--- config.mk ---
export PLATFORM = sky130hd
export DESIGN_NAME = mem_port_arbiter
export DESIGN_NICKNAME = d
export VERILOG_FILES = /design/src/rtl/mem_port_arbiter.sv
export SDC_FILE = /design/constraint.sdc
export NUM_CORES = 1
export LEC_CHECK = 0
export ABC_AREA = 1
export BUFFER_PORTS_ARGS = -buffer_cell sky130_fd_sc_hd__buf_2
export CAP_MARGIN = 25
export CORE_MARGIN = 1.5
export CORE_UTILIZATION = 44
export CTS_BUF_LIST = sky130_fd_sc_hd__clkbuf_4 sky130_fd_sc_hd__clkbuf_8 sky130_fd_sc_hd__clkbuf_16
export CTS_CLUSTER_SIZE = 25
export DETAILED_ROUTE_END_ITERATION = 6
export GPL_TIMING_DRIVEN = 0
export PLACE_DENSITY = 0.76
export SLEW_MARGIN = 40
export SYNTH_ARGS = -nofsm -noshare
export SYNTH_HDL_FRONTEND = slang
export SYNTH_SLANG_ARGS = --single-unit
--- constraint.sdc ---
create_clock -name clk -period 1.7 [get_ports clk]
set_input_delay 0.51 -clock clk [delete_from_list [all_inputs] [get_ports clk]]
set_output_delay 0.51 -clock clk [all_outputs]
set_load 0.02 [all_outputs]
--- src/rtl/mem_port_arbiter.sv ---
// Arbiter sharing one single-ported memory between instruction fetch
// and the load/store stage, one transaction at a time.
module mem_port_arbiter #(
  parameter int DATA_W     = 32,
  parameter int ADDR_W     = 9,
  parameter int STARVE_MAX = 3,
  parameter int TIMEOUT    = 15
) (
  input  logic              clk,
  input  logic              reset,
  input  logic              i_req,
  input  logic [ADDR_W-1:0] i_addr,
  output logic              i_gnt,
  output logic              i_done,
  output logic [DATA_W-1:0] i_rdata,
  input  logic              d_req,
  input  logic              d_we,
  input  logic [ADDR_W-1:0] d_addr,
  input  logic [DATA_W-1:0] d_wdata,
  output logic              d_gnt,
  output logic              d_done,
  output logic [DATA_W-1:0] d_rdata,
  output logic              err,
  output logic              m_req,
  output logic              m_we,
  output logic [ADDR_W-1:0] m_addr,
  output logic [DATA_W-1:0] m_wdata,
  input  logic              m_ack,
  input  logic [DATA_W-1:0] m_rdata
);

  localparam int SW = $clog2(STARVE_MAX + 1);
  localparam int TW = $clog2(TIMEOUT + 1);

  localparam logic [1:0] IDLE   = 2'd0;
  localparam logic [1:0] BUSY_D = 2'd1;
  localparam logic [1:0] BUSY_I = 2'd2;
  localparam logic [1:0] RESP   = 2'd3;

  logic [1:0]    state;
  logic          resp_d;
  logic          resp_err;
  logic [SW-1:0] starve;
  logic [TW-1:0] tcnt;
  logic          pick_d;
  logic          pick_i;
  logic          starved;
  logic          expired;

  assign starved = (starve == SW'(STARVE_MAX));
  assign expired = (tcnt == TW'(TIMEOUT - 1));

  // Grants are gated by reset so every output is quiet while held.
  always_comb begin
    pick_d = 1'b0;
    pick_i = 1'b0;
    if (state == IDLE && reset) begin
      if (d_req && (!i_req || !starved))
        pick_d = 1'b1;
      else if (i_req)
        pick_i = 1'b1;
    end
  end

  assign d_gnt  = pick_d;
  assign i_gnt  = pick_i;
  assign d_done = (state == RESP) && resp_d;
  assign i_done = (state == RESP) && !resp_d;
  assign err    = (state == RESP) && resp_err;

  always_ff @(posedge clk or negedge reset) begin
    if (!reset) begin
      state    <= IDLE;
      resp_d   <= 1'b0;
      resp_err <= 1'b0;
      starve   <= '0;
      tcnt     <= '0;
      m_req    <= 1'b0;
      m_we     <= 1'b0;
      m_addr   <= '0;
      m_wdata  <= '0;
      i_rdata  <= '0;
      d_rdata  <= '0;
    end else begin
      unique case (state)
        IDLE: begin
          if (pick_d) begin
            state   <= BUSY_D;
            m_req   <= 1'b1;
            m_we    <= d_we;
            m_addr  <= d_addr;
            m_wdata <= d_wdata;
            tcnt    <= '0;
            if (!i_req)
              starve <= '0;
            else if (!starved)
              starve <= starve + 1'b1;
          end else if (pick_i) begin
            state   <= BUSY_I;
            m_req   <= 1'b1;
            m_we    <= 1'b0;
            m_addr  <= i_addr;
            m_wdata <= '0;
            tcnt    <= '0;
            starve  <= '0;
          end
        end
        BUSY_D, BUSY_I: begin
          if (m_ack) begin
            state    <= RESP;
            m_req    <= 1'b0;
            resp_d   <= (state == BUSY_D);
            resp_err <= 1'b0;
            if (state == BUSY_D)
              d_rdata <= m_we ? '0 : m_rdata;
            else
              i_rdata <= m_rdata;
          end else if (expired) begin
            state    <= RESP;
            m_req    <= 1'b0;
            resp_d   <= (state == BUSY_D);
            resp_err <= 1'b1;
            if (state == BUSY_D)
              d_rdata <= '0;
            else
              i_rdata <= '0;
          end else begin
            tcnt <= tcnt + 1'b1;
          end
        end
        RESP: begin
          state    <= IDLE;
          resp_err <= 1'b0;
        end
      endcase
    end
  end

endmodule

* After elaboration in Yosys (flattened, before gate mapping) *
Cells that the tools add are included.
W data, S select, Z words.

cells by class
  $add $sub $neg = 2
  eq/ne operators = 10
  multipliers = 0
  shifts and indexed selects = 0
  multiplexer cells = 44
  order comparisons = 0
  reductions and logical operators = 24
  div/mod/pow operators = 0
  bitwise gates (word level) = 1

operators with widths
  kind                   number
  $mux W32               11
  $mux W9                2
  $mux W2                8
  $mux W4                4
  $mux W1                15
  $reduce_and A3 Y1      4
  $ne A3 B3 Y1 const B   3
  $pmux W4 S2            1
  $reduce_and A2 Y1      4
  $reduce_bool A2 Y1     4
  $eq A2 B2 Y1 const B   3
  $pmux W2 S3            1
  $logic_and A1 B1 Y1    5
  $add A4 B1 Y4 const B  1
  $eq A4 B4 Y1 const B   1
  $ne A2 B2 Y1 const B   2
  $pmux W1 S2            2
  $reduce_and A4 Y1      1
  $logic_not A1 Y1       3
  $add A2 B1 Y2 const B  1
  $eq A2 B1 Y1 const B   1
  $logic_not A2 Y1       1
  $reduce_or A2 Y1       1
  $logic_or A1 B1 Y1     1
  $not A1 Y1             1

storage, ports and cells
  register bits = 117
  bits in read-only memories = 0
  RAM bits = 0
  memories = 0
  latch bits = 0
  output and inout port bits = 112
  input port bits = 88

* Longest topological paths before layout *
Gate-level depths: netlist of run 1.

  depth after elaboration = 9
  depth in mapped cells = 10
  depth with buffers taken out = 9

* Least setup slack after synthesis of run 1 *
OpenSTA, ideal clock, no wires.

  path kind = reg-to-output
  start = register state[0]
  end = output i_gnt
  stages on the path, launching flop included = 8
  path buffers = 1
  slack = -0.298 ns
  arrival = 1.488 ns
  cells stage by stage = dfrtp_1 inv_1 ha_1 nand2_4 nor2_8 buf_6 inv_2 a21oi_1

between the ends
  longest elaborated chain between the ends = 3

ends and longest elaborated chain
  what                      RTL line  text
  start: declaration        40        logic [1:0] state;
  start signal: assignment  73        state <= IDLE;
  start signal: assignment  88        state <= BUSY_D;
  start signal: assignment  99        state <= BUSY_I;
  $logic_not A2 Y1          57        if (state == IDLE && reset) begin
  $logic_and A1 B1 Y1       57
  $mux W1                   57
  end: declaration          13        output logic i_gnt,

Every way passes these cells.

* Final worst setup path of run 1 *
Same ends and word-level chain as after synthesis.

==> results.md, run 1 <==
- Min cycle time layout: approximately 2100 ps
- Routed Wire Length: between 10000 and 15000 um
- Reg-to-reg endpoint: d_rdata[29]
- Avg WL per Cell: around 14 um
- VDD IR max: around 0.0013 V
- Fill cells: ~890
- Area share of the largest cell type after synthesis: 58.1%
- Most frequent CP cell: buf_6
- Clk_lat worst skew: between 400 and 500 ps
- RD Place Congestion: roughly 0.80
- Fin. Hold Viols: 0
- Core Box Area: roughly 0.011 mm^2
- Tcrit/Tclk final: 124%
- # port buffers: just under 200
- Wire length of the first global-routing pass: 21100 um
- Worst setup path start: state[0]
- Max-cap violations: 0
- # hold bufs at CTS: 0
- CP Capture Point: i_gnt
- Total CTS buffers: 17
- Util after Layout: around 69%
- Vias per cell: approximately 4.8
- Max FO, Critical Path: 3
- CTS HTree Levels: 4
- Std cell rows: 38
- Worst Path Required: around 1200 ps
- Pwr dens: between 2000 and 2500 mW/mm^2
- Worst Reg-to-Reg Cells: 10
- Hold Crit Class: in2async
- RSZ-0062 raised after global routing: true
- Syn Area/Cell: around 8.4 um^2
- Total GRT Usage: a little under a quarter
- IO Count: 200
- Synth cell types: 23
- Crit-path cells: inv_2, ha_4, nand2_8, nor2_8, buf_6, inv_6, a21oi_4, buf_6
- Vias in the first global route: ~4500
- Final nets: between 900 and 1000
- Gate count after technology mapping: about 600
- Seq cells post-synth: 117
- CTS max path bufs: 2
- Layout area overhead: 50.4%
- Final WS setup: -411 ps
- Startpoint Class: flip-flop
- Slew headroom: 64.9%
- Syn nets: slightly below 700
- CTS tree: done
- Post-route ant nets: 0
- Most frequent cell after synthesis: nand2_1
- Main synth FF type: dfrtp_1
- EDFF count, synth: 0
- Synthesized area: roughly 0.005 mm^2
- Most area-consuming cells after synthesis: dfrtp_1 58%, nand2_1 24%, o21ai_1 3.2%
- Status: finished with violations
- Max Slew Vio Count: 0
- Crit Path Class: reg2out
- Initial DRT Pass Iterations: 4
- CTS sink count: between 100 and 150
- Synth warnings: 0
- Initial DRC Count: roughly 250
- Clk_skew: about 17 ps
- Post-synthesis sequential area ratio: roughly three fifths
- Antenna violations before repair: 2
- Static Leak: between 4 and 5 nW
- Layout cells sized above 1: between 40% and 50%
- HPWL Detailed: about 9500 um
- DRC: 0
- Post-synth ARST share: 100%
- Worst reg2reg setup slack: -50 ps
- Die Y: about 110 um
- Die width: roughly 110 um
- Synth top cells by count: 316 x nand2_1, 117 x dfrtp_1, 37 x nor2_1
- DR vias: 4834
- Grt total ovfl: 0
- Worst hold margin: between 30 and 40 ps
- Crit path DAT: 1600 ps
- Reg-to-reg startpoint: tcnt[0]
- Total die area: about 0.012 mm^2
- CP max stage delay: 390 ps
- Starting Density: between 40% and 50%
- Pin slew with the least headroom to its limit: approximately 530 ps
- Cell taking the most area after synthesis: dfrtp_1
- Slowest stage cell, crit path: dfrtp_1
- Failing checks: setup timing
- Setup-failing EPs final: 33
- CP endpoint kind: primary output
- Clock slew at reported path FFs: 60 ps
- CTS Root Cell: clkbuf_16
- Largest net degree at the start of global routing: 65
- Setup_tns: -2280 ps
- Peak Freq: between 400 and 500 MHz
-- area by class of cell --
type	count	area (um^2)	share of cell area, %
clock inverters	11	173	2.28
inverters	15	72.6	0.958
multi-input cells	438	2150	28.4
flip-flops and latches	117	2930	38.7
well taps	140	175	2.31
diodes	1	2.50	0.0330
repair inverters	1	8.76	0.116
repair buffers	234	1380	18.3
plain buffers	30	208	2.74
clock buffers	21	474	6.26
-- logic make-up (layout without fill, tap and decap cells) --
| family | after synthesis | count (layout) | share of synthesized area [%] |
|---|---|---|---|
| AO/OA/AOI/OAI | 36 | 36 | 3.63 |
| adder cells (fa/ha/maj) | 7 | 7 | 1.74 |
| AND/OR/NAND/NOR | 393 | 394 | 31.7 |
| buffers and inverters | 45 | 312 | 4.64 |
| flip-flops | 117 | 117 | 58.1 |
| XOR/XNOR | 1 | 1 | 0.174 |
| other | 0 | 1 | 0 |
-- registers in the layout, summed over array words and instances, names as in the netlist, 2 cells and up --
name	cells
i_rdata	32
starve	2
m_addr	9
d_rdata	32
m_wdata	32
tcnt	4
state	2
-- metrics by stage --
step | instances | total power [W] | worst slack, ps | area [um^2]
detailed placement | 938 | 0.0108 | -568 | 6270
global route | 1007 | 0.0168 | -491 | 7570
CTS | 981 | 0.0149 | -450 | 7060
finish | 1008 | 0.0158 | -411 | 7570
floorplan | 599 | 0.00867 | -9.33 | 5070
global placement | 937 | 0.0107 | -2350 | 6230
-- critical path, delay by kind of cell (launching register included) --
| family | cells | cell delay, ps |
|---|---|---|
| flops | 1 | 390 |
| buf+inv | 4 | 370 |
| fa+ha+maj | 1 | 170 |
| simple gates | 2 | 170 |
| compound gates | 1 | 100 |
-- how the worst min path moves through the flow --
stage,end,slack [ps],cells past startpoint
after floorplan,d_rdata[0],210,0
after global placement,m_wdata[28],450,2
after detailed placement,m_wdata[5],450,2
after CTS,m_addr[5],60,1
after global routing,m_wdata[19],70,1
final,m_wdata[19],40,1
-- power breakdown --
group          switching, W  leakage, nW  internal (W)
Combinational       0.00441         2.46       0.00259
Sequential         0.000810         1.53       0.00411
Clock               0.00128        0.305       0.00259
Total               0.00650         4.30       0.00928
-- routing by layer --
metal | track usage [%] | routed length, um | vias to the layer above | part of all wire [%]
met1 | 28.5 | 6180 | 2301 | 42
met4 | 10.0 | 201 | 2 | 1.4
li1 | - | - | 2383 | -
met2 | 38.6 | 7390 | 128 | 51
met5 | 0 | 11 | - | 0.075
met3 | 4.88 | 799 | 20 | 5.5
-- layout by cell type, fill, tap and decap left out, drive strengths merged --
cell      instances
diode             1
nand4             1
o31ai             1
ha                7
nor2             41
nand2           321
a21oi             2
buf             253
inv              15
xnor2             1
clkinvlp          5
nand3            31
bufinv            4
clkinv            3
o21ai            33
clkbuf           32
dfrtp           117
-- what timing repair did --
action                                  4_1_cts  5_1_grt
pin swaps                                     5       17
resized for setup                            15       91
cloned                                        0        5
setup buffers                                11       22
endpoints found under the setup margin       10       98
Power figures use the tool's default switching activity.
==> run 2, diff against run 1 <==
- CORE_ASPECT_RATIO: unset -> 1.5
==> run 2 against run 1 <==
Against the previous run: the run still ends with setup timing left; power is 3.7% lower; critical path depth decreased by 1; sequential power fell by 2%; clock power fell by 4%; flip-flop and latch count unchanged; register-to-register slack improved by 100 ps; fmax grew 0.41%; critical endpoint is now d_gnt; largest cell class unchanged.
==> results.md, run 2 (synthesized netlist as in run 1, its figures left out) <==
- Status: finished with violations
- Failing checks: setup timing
- Min cycle time layout: 2100 ps (-8.55 ps)
- Die width: 90.4 um (-18%)
- Final WS setup: -402 ps (+8.55 ps)
- Pwr dens: 2060 mW/mm^2 (-1.1%)
- Std cell rows: 47 (+24%)
- Core Box Area: 0.0111 mm^2 (+1.2%)
- Total GRT Usage: 24.5% (+1.5 points)
- Fin. Hold Viols: 0 (unchanged)
- RD Place Congestion: 0.882 (+11%)
- Peak Freq: 476 MHz (+0.41%)
- Tcrit/Tclk final: 124% (-0.50 points)
- CTS tree: done
- Placed instance area: 0.00628 mm^2 (+0.14%)
- Reg-to-reg endpoint: d_rdata[15]
- Avg WL per Cell: 14.6 um (+0.77%)
- Total die area: 0.0121 mm^2 (+0.12%)
- CTS sink count: 117 (unchanged)
- Setup-failing EPs final: 5 (-85%)
- Final instance area: 0.00738 mm^2 (-2.6%)
- Reg-to-reg startpoint: tcnt[0]
- CP endpoint kind: primary output
- RSZ-0062 raised after global routing: true
- Post-placement setup slack: -852 ps (-284 ps)
- Fill cells: 935 (+5.2%)
- Total CTS buffers: 17 (unchanged)
- Static Leak: 4.26 nW (-0.84%)
- Max FO, Critical Path: 3 (unchanged)
- Commonest non-fill, non-tap cells in the layout: 307 x nand2_1, 198 x buf_2, 116 x dfrtp_1, 37 x nor2_1, 32 x o21ai_1
- Largest net degree at the start of global routing: 31 (-52%)
- Antenna violations before repair: 1 (-1)
- Die Y: 134 um (+22%)
- Worst Path Required: 1190 ps (about the same)
- Setup_tns: -1250 ps (+1020 ps)
- Routed Wire Length: 14700 um (+0.57%)
- Slew headroom: 65.4% (+0.51 points)
- Sequential cell area: 0.00293 mm^2 (about the same)
- CTS max path bufs: 2 (unchanged)
- Pin slew with the least headroom to its limit: 519 ps (-7.61 ps)
- Initial DRC Count: 204 (-18%)
- HPWL Detailed: 10000 um (+5.5%)
- # port buffers: 198 (unchanged)
- Max-cap violations: 0 (unchanged)
- Initial DRT Pass Iterations: 5 (+1)
- Worst Reg-to-Reg Cells: 10 (unchanged)
- CTS HTree Levels: 4 (unchanged)
- Crit path DAT: 1590 ps (about the same)
- Startpoint Class: flip-flop
- CTS Root Cell: clkbuf_16
- VDD IR max: 0.00107 V (-19%)
- Clock slew at reported path FFs: 50 ps (about the same)
- Starting Density: 45.3% (-0.54 points)
- Top flop regs: d_rdata: 32 flops, i_rdata: 32 flops, m_wdata: 32 flops
- DR vias: 4847 (+0.27%)
- Final nets: 940 (-0.95%)
- Worst reg2reg setup slack: 50 ps (+100 ps)
- Layout cells sized above 1: 36.6% (-5.2 points)
- Grt total ovfl: 0 (unchanged)
- Util after Layout: 66.4% (-2.6 points)
- Hold Crit Class: in2async
- DRC: 0 (unchanged)
- Multi-input gate area: 0.00199 mm^2 (-7.5%)
- Post-route ant nets: 0 (unchanged)
- Max Slew Vio Count: 0 (unchanged)
- Clk_lat worst skew: 400 ps (about the same)
- Clk_skew: 7.15 ps (-9.60 ps)
- Wire length of the first global-routing pass: 23000 um (+9.0%)
- Crit Path Class: reg2out
- Leading cell type in the layout, fill and taps excluded: nand2_1
- Layout area overhead: 46.4%
- Vias per cell: 4.82 (+0.47%)
- IO Count: 200 (unchanged)
- Vias in the first global route: 4726 (+5.3%)
==> run 2: per-layer routing <==
layer	wire length [um]	global-route usage, %	vias to the layer above
met1	5850	28.5	2300
met3	578	4.93	37
li1	-	-	2361
met4	606	13.4	0
met5	0	0	-
met2	7630	42.2	149
==> run 2: timing repair <==
action                                 in CTS  in global routing
setup buffers                              11                 15
gates cloned                                2                  2
gates resized for setup                    15                 40
hold buffers                                1                  0
endpoints found under the hold margin      28                  0
setup endpoints to repair                  53                106
pin swaps                                   4                  9
==> run 2: metrics by stage <==
| stage | hold slack [ps] | cells | power (W) |
|---|---|---|---|
| 5_1_grt | 45.9 | 1006 | 0.0161 |
| 6_report | 49.1 | 1006 | 0.0152 |
| 3_5_place_dp | 453 | 945 | 0.0109 |
| 4_1_cts | 46.0 | 991 | 0.0148 |
| 2_1_floorplan | 214 | 599 | 0.00867 |
| 3_3_place_gp | 449 | 944 | 0.0107 |
==> run 2: cell type report <==
class                   count  area share [%]
flip-flops and latches    117            39.7
multi-input cells         438            27.0
repair buffers            229            18.8
clock buffers              24            6.73
plain buffers              27            2.76
well taps                 147            2.49
clock inverters             8            1.66
inverters                  15           0.882
diodes                      1          0.0339
==> run 2: power breakdown <==
part | switching [W] | internal, W | total (W)
clock | 0.00122 | 0.00248 | 0.00371
sequential | 0.000699 | 0.00410 | 0.00480
combinational | 0.00431 | 0.00238 | 0.00669
==> run 2: worst max path at each step <==
stage / from / endpoint / slack [ps]
6_report: state[0] / d_gnt / -400
3_5_place_dp: reset / i_gnt / -850
2_1_floorplan: state[0] / i_gnt / -9
4_1_cts: state[0] / i_gnt / -430
3_3_place_gp: reset / i_gnt / -2370
5_1_grt: state[0] / i_gnt / -480
==> run 2: worst max-delay path, cell delays in order, from the launching register on <==
cell     delay (ps)
dfrtp_1         390
inv_2            90
ha_4            170
nand2_8          70
buf_12          130
nor2_8          110
buf_6           120
buf_6           110
